File: config.mk
export PLATFORM = sky130hd
export DESIGN_NAME = fifo_push_arbiter
export DESIGN_NICKNAME = d
export VERILOG_FILES = /design/src/rtl/mch3d_pkg.sv /design/src/rtl/fifo_push_arbiter_rr_pick.sv /design/src/rtl/fifo_push_arbiter.sv
export SDC_FILE = /design/constraint.sdc
export NUM_CORES = 1
export LEC_CHECK = 0
export CORE_AREA = 5 5 56 58
export DETAILED_ROUTE_END_ITERATION = 8
export DIE_AREA = 0 0 61 63
export HOLD_SLACK_MARGIN = 0.02
export PLACE_DENSITY_LB_ADDON = 0.05
export SYNTH_ARGS = -nofsm -noshare
export SYNTH_HDL_FRONTEND = slang
export SYNTH_SLANG_ARGS = --single-unit
File: constraint.sdc
create_clock -name clk -period 3.14 [get_ports clk]
set_input_delay 0.628 -clock clk [delete_from_list [all_inputs] [get_ports clk]]
set_output_delay 0.628 -clock clk [all_outputs]
set_load 0.03 [all_outputs]
File: src/rtl/mch3d_pkg.sv
// Shared definitions for the rasteriser front-end arbiters: the burst
// FSM state encoding and the requester-ID width helper.
package mch3d_pkg;

    // Burst arbiter states, kept as plain constants for legacy tools.
    localparam logic [0:0] ST_IDLE  = 1'b0;
    localparam logic [0:0] ST_BURST = 1'b1;

    // Width of an index able to address n requesters; a single
    // requester still gets a 1-bit ID so the tag never collapses to zero width.
    function automatic int id_w_for(input int n);
        return (n <= 1) ? 1 : $clog2(n);
    endfunction

endpackage

File: src/rtl/fifo_push_arbiter_rr_pick.sv
// rr_pick: purely combinational round-robin winner search.
// Returns the first asserted request at or above ptr, wrapping at N,
// and a flag telling whether any request is present at all.
module rr_pick
    import mch3d_pkg::*;
#(
    parameter int N  = 4,
    parameter int IW = id_w_for(N)
) (
    input  logic [N-1:0]  req,
    input  logic [IW-1:0] ptr,
    output logic [IW-1:0] winner,
    output logic          any_req
);

    // Walk the request vector starting at ptr; the first hit wins.
    always_comb begin
        logic          found_v;
        logic [IW-1:0] idx_v;
        winner  = {IW{1'b0}};
        found_v = 1'b0;
        idx_v   = {IW{1'b0}};
        for (int i = 0; i < N; i++) begin
            idx_v   = IW'((int'(ptr) + i) % N);
            winner  = (req[idx_v] && !found_v) ? idx_v : winner;
            found_v = found_v | req[idx_v];
        end
        any_req = found_v;
    end

endmodule

File: src/rtl/fifo_push_arbiter.sv
// fifo_push_arbiter: shares the push port of one FIFO between NUM_REQ
// producers. One owner at a time is granted for a burst of at most
// MAX_BURST words; every pushed word carries the owner ID in its top bits.
// New grants wait for almost_full to clear; pushes inside a burst wait
// for full to clear.
module fifo_push_arbiter
    import mch3d_pkg::*;
#(
    parameter int WIDTH     = 8,
    parameter int NUM_REQ   = 4,
    parameter int ID_W      = 2,
    parameter int MAX_BURST = 8
) (
    input  logic                     clk,
    input  logic                     rst,
    input  logic [NUM_REQ-1:0]       req_valid,
    input  logic [NUM_REQ-1:0]       req_last,
    input  logic [NUM_REQ*WIDTH-1:0] req_data,
    output logic [NUM_REQ-1:0]       req_ready,
    output logic [WIDTH+ID_W-1:0]    fifo_data,
    output logic                     fifo_push,
    input  logic                     fifo_full,
    input  logic                     fifo_almost_full,
    output logic [ID_W-1:0]          grant_id,
    output logic                     busy
);

    localparam int               BW        = $clog2(MAX_BURST) + 1;
    localparam logic [BW-1:0]    LAST_BEAT = BW'(MAX_BURST - 1);
    localparam logic [ID_W-1:0]  LAST_ID   = ID_W'(NUM_REQ - 1);

    logic [0:0]       state_r;
    logic [ID_W-1:0]  owner_r;
    logic [ID_W-1:0]  rr_ptr_r;
    logic [BW-1:0]    beat_cnt_r;

    logic [WIDTH-1:0] data_arr_s [NUM_REQ];
    logic [ID_W-1:0]  winner_s;
    logic             any_s;
    logic             in_burst_s;
    logic             owner_valid_s;
    logic             owner_last_s;
    logic             xfer_s;
    logic             release_s;
    logic [ID_W-1:0]  next_ptr_s;

    for (genvar g = 0; g < NUM_REQ; g++) begin : g_unpack
        assign data_arr_s[g] = req_data[g*WIDTH +: WIDTH];
    end

    rr_pick #(
        .N  (NUM_REQ),
        .IW (ID_W)
    ) u_rr_pick (
        .req     (req_valid),
        .ptr     (rr_ptr_r),
        .winner  (winner_s),
        .any_req (any_s)
    );

    // Burst control terms; req_last only feeds the release decision, never an output.
    always_comb begin
        in_burst_s    = (state_r == ST_BURST);
        owner_valid_s = req_valid[owner_r];
        owner_last_s  = req_last[owner_r];
        xfer_s        = in_burst_s && owner_valid_s && !fifo_full;
        // A full FIFO freezes the burst entirely, including the valid-drop release.
        release_s     = in_burst_s && !fifo_full &&
                        (!owner_valid_s || owner_last_s || (beat_cnt_r == LAST_BEAT));
        next_ptr_s    = (owner_r == LAST_ID) ? {ID_W{1'b0}} : owner_r + 1'b1;
    end

    // Push-side outputs: only the owner sees ready, data is zero unless pushing.
    always_comb begin
        req_ready = {NUM_REQ{1'b0}};
        fifo_data = {(WIDTH + ID_W){1'b0}};
        if (in_burst_s && !fifo_full) begin
            req_ready[owner_r] = 1'b1;
        end else begin
            req_ready = {NUM_REQ{1'b0}};
        end
        if (xfer_s) begin
            fifo_data = {owner_r, data_arr_s[owner_r]};
        end else begin
            fifo_data = {(WIDTH + ID_W){1'b0}};
        end
    end

    assign fifo_push = xfer_s;
    assign busy      = in_burst_s;
    assign grant_id  = owner_r;

    // Grant/burst state machine with round-robin pointer and beat counter.
    always_ff @(posedge clk or negedge rst) begin
        if (!rst) begin
            state_r    <= ST_IDLE;
            owner_r    <= {ID_W{1'b0}};
            rr_ptr_r   <= {ID_W{1'b0}};
            beat_cnt_r <= {BW{1'b0}};
        end else begin
            case (state_r)
                ST_IDLE: begin
                    if (any_s && !fifo_almost_full) begin
                        state_r    <= ST_BURST;
                        owner_r    <= winner_s;
                        beat_cnt_r <= {BW{1'b0}};
                    end
                end
                ST_BURST: begin
                    if (xfer_s) begin
                        beat_cnt_r <= beat_cnt_r + 1'b1;
                    end
                    if (release_s) begin
                        state_r  <= ST_IDLE;
                        rr_ptr_r <= next_ptr_s;
                    end
                end
                default: begin
                    state_r <= ST_IDLE;
                end
            endcase
        end
    end

endmodule
==> reports/metrics.yaml, run 1 <==
path_class: "in2out"
antenna_found_initial: 0
syn_inst: 90
cts_made_buffers: 3
num-fill-cells: 231
grt_usage_pct: 15.50
hold_path.class: "reg2reg"
gp_congestion: 0.7927
syn_to_final_growth_pct: 80.22
required_ps: 2510
grt_max_degree: 14
cp.arrival_ps: 2410
wl_per_cell_um: 14.82
wirelength_um: 2846
outcome: "complete, no violations"
core_region_area_um2: 2615
ir_drop_mv: 0.4490
period_share_pct: 96.80
synth_nets: 139
final_area_um2: 1653
cts.sinks: 9
insertedDiodeCount: 0
grt_pass1_wl_um: 4650
grtUsageMet3_pct: 5.372
period_needed_ps: 3040
initial_core_util_pct: 35.07
dieArea_um2: 3843
hold_buffers: 0
rows: 19
ant_nets: 0
pre_cts_ws_ps: 104.2
power.leakage_nw: 0.6632
boundaryPins: 62
syn_area_per_cell_um2: 10.19
drive_gt1_share_pct: 18.01
grt-busiest-layer: "met2"
max_freq_mhz: 329.0
final_cell_mix: "clkdlybuf4s50_1 (60), nor2b_1 (12), mux4_2 (9), dfrtp_1 (9), buf_4 (9)"
use_met1_pct: 17.26
cp_max_fo: 6
fin_setup_tns_ps: 0
clk_latency_ps: 250
vias_per_cell: 5.078
cts.path.max_buffers: 2
drc: 0
power.density_nw_per_um2: 656.8
vias: 975
dp_hpwl_um: 2430
synth-seq-area-share_pct: 24.56
postCtsSetupBuffers: 0
max_slew_margin_pct: 63.05
clock_skew_ps: 2.763
portBuffers: 61
post_cts_resized: 0
fin_util_pct: 63.21
grt_overflow: 0
place_area_um2: 1627
final_nets: 211
cts_tree: "built"
setup_viol: 0
drt_first_iter_violations: 33
use_met2_pct: 28.74
r2r_setup_slack_ps: 1280
hold_viol: 0
ys_warn_count: 0
die-width_um: 61
die_y_um: 63
start_kind: "primary input"
grt_pass1_vias: 1047
rsz0062_at_grt: "false"
drv_cap: 0
first_pass_iters: 4
synth-seq-cells: 9
synthesis.area_um2: 917.1
postLayoutSetupSlackWorst_ps: 100.4
tightest_slew_ps: 540.3
cts-root-buf: "clkbuf_4"
htree_levels: 1
drv_slew: 0
cts.clk_slew.worst_paths_ps: 60
end_kind: "primary output"
synth.distinct_cells: 27
final_common_cell: "clkdlybuf4s50_1"
flip-flops by register name (all words and copies together) (netlist names):
register / flops
beat_cnt_r: 4
busy: 1
grant_id: 2
rr_ptr_r: 2
where the power goes:
part / internal [W] / total, W / leakage [nW] / switching, W
combinational: 0.000405 / 0.000749 / 0.538 / 0.000344
clock: 0.0000489 / 0.0000881 / 0.0150 / 0.0000392
sequential: 0.000169 / 0.000249 / 0.111 / 0.0000798
total: 0.000623 / 0.00109 / 0.663 / 0.000463
metal layers:
layer  vias up  wire, µm
li1        476         -
met2        36      1514
met4         0         0
met5         -         0
met3         0       267
met1       463      1063
synth_stat cells:
cell / n / area share [%]
nand3b_1: 2 / 1.6
and3b_1: 2 / 1.9
and2_1: 5 / 3.4
a21boi_2: 1 / 1.2
nor2b_1: 12 / 8.2
nor2_1: 5 / 2.0
nand2_1: 2 / 0.82
nand2b_1: 2 / 1.4
a211o_1: 1 / 0.96
inv_2: 1 / 0.41
a221o_1: 1 / 1.1
o21ai_0: 5 / 2.7
mux2i_1: 1 / 1.1
nor3b_1: 1 / 0.82
ha_1: 5 / 6.8
inv_1: 5 / 2.0
nand3_1: 7 / 3.8
buf_4: 1 / 0.82
buf_2: 2 / 1.1
a2111oi_0: 1 / 0.96
dfrtp_1: 9 / 25
a21o_1: 1 / 0.82
o311ai_0: 2 / 1.9
a21oi_1: 2 / 1.1
a22oi_2: 1 / 1.4
mux4_2: 9 / 22
mux2_2: 4 / 4.9
logic make-up after synthesis:
family / count (synthesis) / synth area share, %
flops: 9 / 24.56
mux: 14 / 28.10
simple gates: 38 / 24.01
fa+ha+maj: 5 / 6.821
compound gates: 15 / 12.14
buf+inv: 9 / 4.366
worst paths after layout:
kind                            cells past startpoint                         to                      start
min in group asynchronous                           1    rr_ptr_r[1]$_DFFE_PN0P_                        rst
worst min register to register                      1  beat_cnt_r[0]$_DFFE_PN0P_  beat_cnt_r[0]$_DFFE_PN0P_
worst max register to register                      4    rr_ptr_r[0]$_DFFE_PN0P_    grant_id[0]$_DFFE_PN0P_
worst max-delay path                                6               fifo_data[0]                  fifo_full
max in group asynchronous                           1  beat_cnt_r[3]$_DFFE_PN0P_                        rst
worst min-delay path                                1  beat_cnt_r[0]$_DFFE_PN0P_  beat_cnt_r[0]$_DFFE_PN0P_
critical path: stages:
cell             delay [ps]
clkdlybuf4s50_1         460
and3b_1                 270
a22oi_2                  90
buf_4                   160
nor2b_1                 110
clkdlybuf4s50_1         680
through the flow:
step	total power, W	hold slack (ps)	instances
final	0.001086	546.7	192
after global routing	0.001175	586.5	192
after CTS	0.001102	550.4	192
after detailed placement	0.001011	538.1	188
after global placement	0.0009916	508.5	188
after floorplan	0.0007073	332.4	90
cell type report:
class | count | area, µm² | area share [%]
Clock buffer | 4 | 26.28 | 1.590
Inverter | 6 | 22.52 | 1.363
Multi-Input combinational cell | 72 | 651.9 | 39.44
Sequential cell | 9 | 225.2 | 13.63
Tap cell | 31 | 38.79 | 2.347
Timing Repair Buffer | 70 | 688.2 | 41.64
No activity file was read; power rests on OpenSTA's default activity.
==> run 2: changes to the inputs <==
Settings changed: CAP_MARGIN from default to 30, CTS_CLUSTER_SIZE from default to 24.
==> results of run 2 <==
Same layout as run 1: the final DEF is identical, and so are final timing and power.
==> run 3: changes to the inputs <==
Settings changed: ABC_AREA from default to 1, CORE_AREA 5 5 56 58 to 5 5 59 61, DIE_AREA 0 0 61 63 to 0 0 64 66.
==> run 3 against run 2 <==
  * Final area up 8.5%
  * Combinational power up 43%
  * Clock power up 2%
  * Register-to-register slack better by 90 ps
  * Critical path type unchanged
  * Critical endpoint is now req_ready[2]
==> reports/metrics.yaml, run 3 <==
hold_start: "beat_cnt_r[0]$_DFFE_PN0P_"
max_slew_margin_pct: 71.39  # +8.3 points
drive_gt1_share_pct: 11.03  # -7.0 points
drc: 0  # unchanged
gp_congestion: 0.7870  # -0.72%
rsz0062_at_grt: "false"
cts-root-buf: "clkbuf_4"
boundaryPins: 62  # unchanged
period_needed_ps: 2861  # -178.4 ps
grt_max_degree: 25  # +11
final_cell_mix: "nand2_1 (62), clkdlybuf4s50_1 (50), nor2_1 (45)"
grt_pass1_vias: 1484  # +42%
die-width_um: 64  # +4.9%
synth_compound_area_share_pct: 15.50  # +3.4 points
synth-seq-area-share_pct: 19.38  # -5.2 points
cp_top_family: "buffers and inverters"
clock_skew_ps: 6.997  # +4.234 ps
cts_made_buffers: 3  # unchanged
cts_tree: "built"
cts.clk_slew.worst_paths_ps: 60  # about the same
intPower_w: 0.0006061  # -2.7%
synth-simple-area-share_pct: 48.55  # +25 points
dieArea_um2: 4224  # +9.9%
initial_core_util_pct: 39.70  # +4.6 points
async_flop_share_pct: 100.0  # unchanged
synthTopCellsByCount: "nand2_1 (62), nor2_1 (45), o21ai_0 (22)"
core_region_area_um2: 2928  # +12%
cp.arrival_ps: 2230  # -180 ps
r2r_start: "grant_id[1]$_DFFE_PN0P_"
synth.distinct_cells: 22  # -19%
portBuffers: 61  # unchanged
synth-edff-count: 0  # unchanged
outcome: "complete, no violations"
syn_to_final_growth_pct: 54.25
synth_nets: 261  # +88%
start_kind: "primary input"
postCtsSetupBuffers: 0  # unchanged
ir_drop_mv: 0.5041  # +12%
sw_frac_of_total_pct: 56.18  # +14 points
hold_path.class: "reg2reg"
wirelength_um: 3638  # +28%
insertedDiodeCount: 0  # unchanged
fin_setup_tns_ps: 0  # unchanged
cp_max_fo: 4  # -2
whs_path_depth: 1  # unchanged
end_kind: "primary output"
p_seq_share_pct: 16.3  # -6.6 points
drv_slew: 0  # unchanged
netSwitchingPower_w: 0.0007772  # +68%
die_y_um: 66  # +4.8%
path_class: "in2out"
r2r_setup_slack_ps: 1370  # +90 ps
period_share_pct: 91.12  # -5.7 points
yosys-top-cells-area: "nand2_1 (20%), dfrtp_1 (19%), nor2_1 (15%)"
vias: 1457  # +49%
first_pass_iters: 4  # unchanged
p_comb_share_pct: 77.2  # +8.2 points
setup_viol: 0  # unchanged
synthFlopType: "dfrtp_1"
cts.sinks: 9  # unchanged
wl_per_cell_um: 11.93  # -20%
synth_top_family_by_area: "simple AND/OR/NAND/NOR gates"
syn_area_per_cell_um2: 5.483  # -46%
crit_chain: "clkdlybuf4s50_1 > nor2_1 > inv_1 > nor2_1 > clkdlybuf4s50_1"
rows: 20  # +1
power.density_nw_per_um2: 771.5  # +17%
yosysTopAreaCell: "nand2_1"
max_stage_delay_ps: 690  # about the same
synth-seq-cells: 9  # unchanged
hold_buffers: 0  # unchanged
netlist.area_leader.share_pct: 20.02  # -4.5 points
required_ps: 2510  # about the same
antenna_found_initial: 0  # unchanged
cts.path.max_buffers: 2  # unchanged
syn_inst: 212  # +140%
yosysMostFrequentCell: "nand2_1"
vias_per_cell: 4.777  # -5.9%
largest_reg_flops: 4  # unchanged
final_nets: 322  # +53%
r2r_cells: 9  # +5
max_freq_mhz: 349.5  # +6.2%
ant_nets: 0  # unchanged
slowest_stage: "clkdlybuf4s50_1"
muxShareOfSynthArea_pct: 0  # -28 points
post_cts_resized: 0  # unchanged
synthXorXnorAreaFrac_pct: 0.7535  # +0.75 points
ys_warn_count: 0  # unchanged
top_register: "beat_cnt_r"
synthesis.area_um2: 1162  # +27%
hold_end: "beat_cnt_r[0]$_DFFE_PN0P_"
cp.depth: 5  # -1
path_buf_inv: 3  # unchanged
grt_overflow: 0  # unchanged
p_clk_share_pct: 6.5  # -1.6 points
drv_cap: 0  # unchanged
synthAdderAreaFrac_pct: 5.382  # -1.4 points
final_common_cell: "nand2_1"
tightest_slew_ps: 428.7  # -111.6 ps
fin_util_pct: 61.24  # -2.0 points
clk_latency_ps: 260  # about the same
grt_usage_pct: 18.29  # +2.8 points
reg2reg_to: "beat_cnt_r[3]$_DFFE_PN0P_"
drt_first_iter_violations: 67  # +100%
grt_pass1_wl_um: 6216  # +34%
power.leakage_nw: 0.9024  # +36%
dp_hpwl_um: 2999  # +23%
htree_levels: 1  # unchanged
hold_viol: 0  # unchanged
-- run 3: cell count changes in the layout (fill, tap and decap cells not counted), moves of 9 or more --
cell,change
mux4_2,-9
o21ai_0,+17
nand3_1,+9
inv_1,+12
nor2_1,+40
nand2_1,+60
nor2b_1,-12
clkdlybuf4s50_1,-10
-- run 3: worst max path at each step --
stage	slack, ps	to	from
global route	60	fifo_data[4]	req_valid[2]
floorplan	690	fifo_data[0]	grant_id[0]$_DFFE_PN0P_
CTS	270	req_ready[3]	fifo_full
finish	280	req_ready[2]	fifo_full
global placement	270	req_ready[3]	fifo_full
detailed placement	280	fifo_data[4]	req_valid[2]
-- run 3: final cells by class --
class | instances | area (µm²)
fill | 310 | 1135
multi-input combinational | 175 | 815.8
timing repair buffer | 65 | 613.1
sequential | 9 | 225.2
inverter | 19 | 71.32
tap | 33 | 41.29
clock buffer | 4 | 26.28
-- run 3: kinds of logic (layout without fill, tap and decap cells) --
kind of cell               after synthesis  after routing
AOI/OAI and AO/OA                       35             35
xor gates and xnor gates                 1              1
and+or+nand+nor                        134            134
DFF                                      9              9
adders and majority gates                5              5
buffers and inverters                   28             88
-- run 3: per-stage QoR --
step	total power [W]	area, µm²	instances	setup WS [ps]	hold WS [ps]
2_1_floorplan	0.001007	1162	212	688.8	332.4
3_3_place_gp	0.001304	1767	301	274.4	497.3
3_5_place_dp	0.001308	1767	301	278.1	506.6
4_1_cts	0.001402	1793	305	269.7	518.1
5_1_grt	0.001554	1793	305	60.45	545.5
6_report	0.001383	1793	305	278.8	514.8
-- run 3: power groups by stage --
stage	Combinational [W]	Sequential [W]	Clock, W
final	0.00107	0.000226	0.0000900
after global routing	0.00122	0.000236	0.000100
after CTS	0.00108	0.000225	0.0000922
after detailed placement	0.00108	0.000227	0
after global placement	0.00108	0.000227	0
after floorplan	0.000760	0.000247	0
-- run 3: per-layer routing --
metal | vias up | track usage (%) | routed length (µm)
met4 | 0 | 3.377 | 27
met2 | 46 | 34.55 | 1871
met3 | 2 | 6.803 | 319
met1 | 622 | 19.19 | 1419
met5 | - | 0 | 0
li1 | 787 | - | -
